===== src/rtl/rtc_bus_engine.sv =====
// ---------------------------------------------------------------------------
// rtc_bus_engine
//
// Bus-cycle generator for the RTC chip's multiplexed address/data port.
// Runs one read or write transaction per accepted start through four timed
// phases: ADDR, GAP, DATA and REC. Each phase lasts its T_* cycles. The
// AD tristate buffer is at top level; this block only supplies ad_out and
// ad_oe.
//
// Ports:
//   clock        system clock
//   reset        synchronous, active-high reset
//   start        request strobe, sampled only while idle
//   rw           0 = write, 1 = read (latched with start)
//   addr         RTC register address (latched with start)
//   wdata        write data (latched with start)
//   ad_in        AD bus value from the pad (read path)
//   ad_out       value driven onto the AD bus
//   ad_oe        1 = drive the AD bus
//   cs_n         chip select, active low
//   ale_n        address strobe, active low
//   rd_n, wr_n   read / write strobes, active low
//   rdata        last byte read
//   busy         transaction in progress
//   done         one-cycle completion pulse
// ---------------------------------------------------------------------------
module rtc_bus_engine #(
  parameter int T_ADDR = 10,
  parameter int T_GAP  = 10,
  parameter int T_DATA = 20,
  parameter int T_REC  = 10,
  parameter int CW     = 6
) (
  input  logic       clock,
  input  logic       reset,
  input  logic       start,
  input  logic       rw,
  input  logic [7:0] addr,
  input  logic [7:0] wdata,
  input  logic [7:0] ad_in,
  output logic [7:0] ad_out,
  output logic       ad_oe,
  output logic       cs_n,
  output logic       ale_n,
  output logic       rd_n,
  output logic       wr_n,
  output logic [7:0] rdata,
  output logic       busy,
  output logic       done
);

  localparam logic [2:0] IDLE = 3'd0;
  localparam logic [2:0] ADDR = 3'd1;
  localparam logic [2:0] GAP  = 3'd2;
  localparam logic [2:0] DATA = 3'd3;
  localparam logic [2:0] REC  = 3'd4;

  // Down-counter reload values: a phase loaded with T-1 leaves on the edge
  // where the counter reads zero, so it lasts exactly T cycles.
  localparam logic [CW-1:0] LD_ADDR = CW'(T_ADDR - 1);
  localparam logic [CW-1:0] LD_GAP  = CW'(T_GAP - 1);
  localparam logic [CW-1:0] LD_DATA = CW'(T_DATA - 1);
  localparam logic [CW-1:0] LD_REC  = CW'(T_REC - 1);

  logic [2:0]    state;
  logic [CW-1:0] cnt;
  logic          rw_q;
  logic [7:0]    addr_q;
  logic [7:0]    wdata_q;

  wire phase_end = (cnt == '0);

  // NOTE: all state below uses non-blocking assignments so every register
  // samples the pre-edge values, whatever order the statements appear in.
  always_ff @(posedge clock) begin
    if (reset) begin
      state  <= IDLE;
      cnt    <= '0;
      cs_n   <= 1'b1;
      ale_n  <= 1'b1;
      rd_n   <= 1'b1;
      wr_n   <= 1'b1;
      ad_oe  <= 1'b0;
      ad_out <= 8'h00;
      rdata  <= 8'h00;
      busy   <= 1'b0;
      done   <= 1'b0;
    end else begin
      case (state)
        IDLE: begin
          done <= 1'b0;
          if (start) begin
            state  <= ADDR;
            cnt    <= LD_ADDR;
            busy   <= 1'b1;
            cs_n   <= 1'b0;
            ale_n  <= 1'b0;
            ad_oe  <= 1'b1;
            ad_out <= addr;
          end
        end
        ADDR: begin
          if (phase_end) begin
            state <= GAP;
            cnt   <= LD_GAP;
            ale_n <= 1'b1;
            // A read releases the bus here so the chip can turn it around.
            ad_oe <= ~rw_q;
            if (!rw_q) ad_out <= wdata_q;
          end else begin
            cnt <= cnt - 1'b1;
          end
        end
        GAP: begin
          if (phase_end) begin
            state <= DATA;
            cnt   <= LD_DATA;
            if (rw_q) begin
              rd_n  <= 1'b0;
              ad_oe <= 1'b0;
            end else begin
              wr_n   <= 1'b0;
              ad_oe  <= 1'b1;
              ad_out <= wdata_q;
            end
          end else begin
            cnt <= cnt - 1'b1;
          end
        end
        DATA: begin
          if (phase_end) begin
            state <= REC;
            cnt   <= LD_REC;
            rd_n  <= 1'b1;
            wr_n  <= 1'b1;
            cs_n  <= 1'b1;
            ad_oe <= 1'b0;
            // Captures the bus value present during the last strobe cycle.
            if (rw_q) rdata <= ad_in;
          end else begin
            cnt <= cnt - 1'b1;
          end
        end
        REC: begin
          if (phase_end) begin
            state <= IDLE;
            busy  <= 1'b0;
            done  <= 1'b1;
          end else begin
            cnt <= cnt - 1'b1;
          end
        end
        default: state <= IDLE;
      endcase
    end
  end

  // NOTE: the latched request is deliberately not reset; it is always
  // loaded in IDLE before any phase reads it, and loading only while idle
  // keeps a start seen during busy from corrupting the request in flight.
  always_ff @(posedge clock) begin
    if (state == IDLE && start) begin
      rw_q    <= rw;
      addr_q  <= addr;
      wdata_q <= wdata;
    end
  end

endmodule


===== config.mk =====
export PLATFORM = sky130hd
export DESIGN_NAME = rtc_bus_engine
export DESIGN_NICKNAME = d
export VERILOG_FILES = /design/src/rtl/rtc_bus_engine.sv
export SDC_FILE = /design/constraint.sdc
export NUM_CORES = 1
export LEC_CHECK = 0
export ABC_AREA = 1
export CORE_MARGIN = 2
export CORE_UTILIZATION = 56
export CTS_CLUSTER_DIAMETER = 40
export CTS_CLUSTER_SIZE = 10
export DETAILED_ROUTE_END_ITERATION = 12
export DONT_BUFFER_PORTS = 1
export PLACE_DENSITY = 0.74
export SYNTH_ARGS = -nofsm -noshare
export SYNTH_HDL_FRONTEND = slang
export SYNTH_SLANG_ARGS = --single-unit

===== constraint.sdc =====
create_clock -name clock -period 1.65 [get_ports clock]
set_clock_uncertainty 0.2 [all_clocks]
set_input_delay 0 -clock clock [delete_from_list [all_inputs] [get_ports clock]]
set_output_delay 0 -clock clock [all_outputs]
set_load 0.01 [all_outputs]

**Word-level counts from Yosys, hierarchy flattened**

Index checks and enable logic that the tools add are counted.

- Bits in registers: 41
- Input port bits: 28
- Output and inout bits: 23
- Logic and storage cells: 85

- Add/sub/neg operators: 1
- Eq/ne operators: 14
- Muxes and demuxes: 33
- Bitwise operators: 1
- Reduce and logical (&&, ||, !) cells: 23

Operators by type and width:

| operator | count |
|---|---|
| $mux 6 | 4 |
| $mux 8 | 3 |
| $pmux 6 s4 | 1 |
| $ne 2x2->1 const B | 9 |
| $pmux 8 s2 | 1 |
| $mux 3 | 5 |
| $pmux 3 s5 | 1 |
| $reduce_and 3->1 | 5 |
| $pmux 1 s2 | 6 |
| $reduce_and 4->1 | 3 |
| $mux 1 | 11 |
| $reduce_and 5->1 | 2 |
| $reduce_bool 2->1 | 5 |
| $reduce_bool 4->1 | 2 |
| $eq 3x2->1 const B | 2 |
| $logic_not 6->1 | 1 |
| $sub 6x1->6 const B | 1 |
| $pmux 1 s4 | 1 |
| $reduce_or 2->1 | 2 |
| $eq 3x1->1 const B | 1 |
| $eq 3x3->1 const B | 1 |
| $logic_not 3->1 | 1 |
| $ne 2x1->1 const B | 1 |
| $reduce_and 2->1 | 1 |
| 2 further kinds | 2 |

**Longest topological paths before layout**

- Depth in word-level cells: 4
- Depth in mapped cells: 10
- Mapped depth without buffers: 9

**Worst setup path after synthesis**

Ideal clock, no wire load.

- Kind: reg2reg
- Start point: register state[2]
- End point: register ale_n
- Library setup time: 0.117 ns
- Data arrival time: 1.429 ns
- Required time: 1.333 ns
- Path slack: -0.096 ns
- Cell stages (with the launch flop): 7
- Path buffers: 0
- Clock period less this slack: 1.746 ns
- Cells stage by stage: dfxtp_1 -> nor2_2 -> nand2_1 -> nor2_1 -> inv_1 -> a21oi_1 -> nand2_1

- Longest elaborated chain between the ends: 3

RTL lines:

| element | RTL line | text |
|---|---|---|
| start, declared | 65 | `logic [2:0] state;` |
| start signal, assigned | 77 | `state <= IDLE;` |
| start signal, assigned | 93 | `state <= ADDR;` |
| start signal, assigned | 104 | `state <= GAP;` |
| $eq 3x1->1 / $logic_not 3->1 (equally long branches) | 89 | `case (state)` |
| $ne 2x2->1 (no line) / $reduce_bool 2->1 (equally long branches) | - |  |
| $reduce_and 3->1 (no line) | - |  |
| end signal, assigned | 80 | `ale_n <= 1'b1;` |
| end signal, assigned | 97 | `ale_n <= 1'b0;` |
| end signal, assigned | 106 | `ale_n <= 1'b1;` |
| end, declared | 44 | `output logic ale_n,` |

Several ways; a longest one is shown, not always the timed one.
A chain may end at the register's enable or synchronous reset.

**Worst setup path in the final report**

- Start point: register cnt[2]
- End point: register rd_n

- Longest elaborated chain between the ends: 3

RTL lines:

| element | RTL line | text |
|---|---|---|
| start, declared | 66 | `logic [CW-1:0] cnt;` |
| start signal, assigned | 111 | `cnt <= cnt - 1'b1;` |
| start signal, assigned | 127 | `cnt <= cnt - 1'b1;` |
| start signal, assigned | 141 | `cnt <= cnt - 1'b1;` |
| $logic_not 6->1 * | 71 | `wire phase_end = (cnt == '0);` |
| $ne 2x2->1 (no line) | - |  |
| $reduce_and 4->1 (no line) * | - |  |
| end signal, assigned | 81 | `rd_n <= 1'b1;` |
| end signal, assigned | 119 | `rd_n <= 1'b0;` |
| end signal, assigned | 134 | `rd_n <= 1'b1;` |
| end, declared | 45 | `output logic rd_n,` |

Every way passes the cells marked *; elsewhere a longest branch is shown, timed or not.

==> run_results.csv <==
group,metric,value,unit
outcome,outcome,"completed",
critical_path,rr_startpoint,"cnt[2]",
logic_synthesis,synthFlopType,"dfxtp_1",
timing,fmax,619,MHz
logic_synthesis,synth_seq_cells,41,
critical_path,worstPathMaxFanout,6,
global_route,grt.overflow.total,0,
die,core_area,0.00336,sq mm
power,total_power,4.67,mW
timing,period_share,0.979,
detailed_routing,detailedRoute.firstPassIterationCount,4,
clocking,clk-insertion-delay-late,370,ps
logic_synthesis,synth_xor_area_frac,0.0134,
run,max_cap_violations,0,
die,die-area,0.00400,sq mm
place,portBuffers,0,
clocking,cts_buffers,5,
timing,worst_hold_slack,41.6,ps
worst_hold_path,hold_depth,1,
detailed_routing,drt_iter0_markers,117,
logic_synthesis,avgSynthCellArea,7.58,sq um
place,dp_hpwl,2830,microns
critical_path,critPathLaunchType,"flop",
logic_synthesis,synth.distinct_cells,28,
die,die_h,63.2,microns
logic_synthesis,syn-cell-area,0.00196,sq mm
timing,hold_viol,0,
global_route,grt_pass1_wl,8150,microns
detailed_routing,num_vias,1842,
logic_synthesis,ys_seq_area_frac,0.464,
power,power.density,1830,mW/mm^2
worst_hold_path,min-delay-start,"wdata[7]",
worst_hold_path,min_path_type,"input pin to flop",
detailed_routing,avgRoutedWirePerCell,14.9,microns
critical_path,critPathArrivalTime,1680,ps
detailed_routing,viasPerCell,5.28,
logic_synthesis,yosys.area_share.simple,0.320,
die,dieWidth,63.2,microns
logic_synthesis,synthArstFlopShare,0,
logic_synthesis,synth_edf_count,9,
critical_path,reg2reg_to,"rd_n",
global_route,antenna_found_initial,0,
layout,diodes,0,
timing,fin_tns_setup,0,ps
clocking,cts_buffer_depth,2,
timing,timing.final.max_slew_violations,0,
layout,area_growth,29.8,%
worst_hold_path,hold_end,"wdata_q[7]",
critical_path,crit_path_end_kind,"flop",
detailed_routing,ant_nets,0,
clocking,cts.sink_count,41,
detailed_routing,wl,5200,microns
logic_synthesis,synth_compound_area_frac,0.103,
logic_synthesis,netlist_instances,259,
die,rows,21,
power,p_leak,1.15,nW
clocking,cts_tree,"done",
global_route,track_usage,0.264,
power,ir_worst_vdd,0.930,mV
layout,fillers,229,
logic_synthesis,synthMuxAreaShare,0,
critical_path,path_class,"flop to flop",
logic_synthesis,synth_top_family_by_area,"simple AND/OR/NAND/NOR gates",
die,start_util,0.584,
critical_path,r2r_slack,30,ps
logic_synthesis,mappedNetlistNets,289,
detailed_routing,drc,0,
critical_path,rr_worst_depth,5,
global_route,grt_max_degree,17,
timing,tightest_slew,445,ps
layout,final_nets,332,
timing,slew_headroom,0.702,
clocking,clkTransAtPathRegs,150,ps
critical_path,required,1720,ps
logic_synthesis,yosys_warnings,0,
clocking,h-tree-depth,2,
clocking,cts-root-buf,"clkbuf_4",
timing,min_period,1620,ps
timing,setup_viol,0,
layout,final_layout_size_suffix_gt1_frac,0.215,
die,io_pins,51,
logic_synthesis,synth-adder-area-share,0.0127,
place,routabilityCongestion,0.877,
global_route,grt_pass1_vias,1779,
area by class of cell:
type                            instances  area (sq um)  share of cell area
Sequential cell                        41           922               0.362
Timing Repair Buffer                   42           395               0.155
Clock buffer                            5          37.5              0.0147
Clock inverter                          3          43.8              0.0172
Tap cell                               46          57.6              0.0226
Multi-Input combinational cell        177           960               0.376
Inverter                               35           134              0.0525
state kept, by name (all words and copies together), names as in the netlist, 3 cells and up:
register / count
ad_out: 8
wdata_q: 8
rdata: 8
cnt: 6
state: 3
per-layer routing:
layer  up-vias  global-route usage  part of all wire
met5         -                   0                 0
met4         0               0.122             0.029
met3        16              0.0911             0.066
met2        75               0.441              0.50
met1       853               0.304              0.40
li1        898                   -                 -
where the power goes:
group	internal (mW)	total [mW]	switching (mW)
Clock	0.322	0.693	0.371
Sequential	1.31	1.58	0.271
Combinational	0.973	2.39	1.42
Total	2.61	4.67	2.06
through the flow:
stage / worst slack, ps / cells / util / area, sq um
2_1_floorplan: 57.3 / 259 / - / 1970
6_report: 34.5 / 349 / 0.758 / 2550
4_1_cts: 3.27 / 349 / 0.732 / 2460
3_3_place_gp: 45.8 / 314 / 0.627 / 2110
3_5_place_dp: 2.62 / 314 / 0.627 / 2110
5_1_grt: -24.9 / 349 / 0.758 / 2550
worst max-delay path, cell delays in order, from the launching register on:
cell and delay, ps:
dfxtp_2 370, or2_2 330, nor2_4 240, a21oi_1 160, o21ai_1 170, nand2_1 70
synthesized netlist by cell type, types with 2 or more instances:
| cell | count | share of area |
|---|---|---|
| a21oi_1 | 19 | 0.048 |
| a21oi_2 | 4 | 0.018 |
| buf_2 | 2 | 0.0051 |
| buf_6 | 2 | 0.011 |
| dfxtp_1 | 32 | 0.33 |
| edfxtp_1 | 9 | 0.14 |
| ha_1 | 2 | 0.013 |
| inv_1 | 32 | 0.061 |
| inv_2 | 2 | 0.0038 |
| nand2_1 | 67 | 0.13 |
| nand2_2 | 2 | 0.0064 |
| nand2_4 | 3 | 0.017 |
| nand3_1 | 20 | 0.051 |
| nand3_4 | 2 | 0.018 |
| nor2_1 | 30 | 0.057 |
| nor2_2 | 7 | 0.022 |
| o21ai_0 | 11 | 0.028 |
| o21ai_2 | 2 | 0.0089 |
| xnor2_1 | 2 | 0.0089 |
cell families after synthesis:
| kind of cell | Yosys count |
|---|---|
| buf+inv | 41 |
| simple gates | 136 |
| flops | 41 |
| fa+ha+maj | 2 |
| xor+xnor | 3 |
| compound gates | 36 |
placed cells by master, fill, tap and decap left out, types with 2 or more instances in the layout:
master,instances
edfxtp_1,9
dfxtp_4,2
inv_2,4
clkbuf_4,5
dfxtp_1,27
xnor2_1,2
nand2_2,4
a21oi_1,17
buf_4,14
nor2_4,6
nand2_4,5
o21ai_2,2
dlygate4sd3_1,27
a21oi_2,6
nand2_1,63
nor2_2,4
dfxtp_2,3
nand3_1,20
nand3_4,3
o21ai_0,6
o21ai_1,5
nor2_1,28
inv_1,30
worst max-delay path by stage:
stage	end	slack [ps]	start
after floorplan	rdata[6]	60	cnt[0]
after global placement	rdata[0]	50	cnt[1]
after detailed placement	ad_out[3]	3	cnt[0]
after CTS	rdata[5]	3	cnt[0]
after global routing	cnt[3]	-20	cnt[0]
final	rd_n	30	cnt[2]
timing repair:
action	4_1_cts	5_1_grt
endpoints found under the setup margin	3	27
hold endpoints to repair	50	0
pin swaps	0	2
buffers inserted	0	0
resized for setup	1	32
hold buffers	27	0
Note: power is estimated with default switching activity, not from simulation.
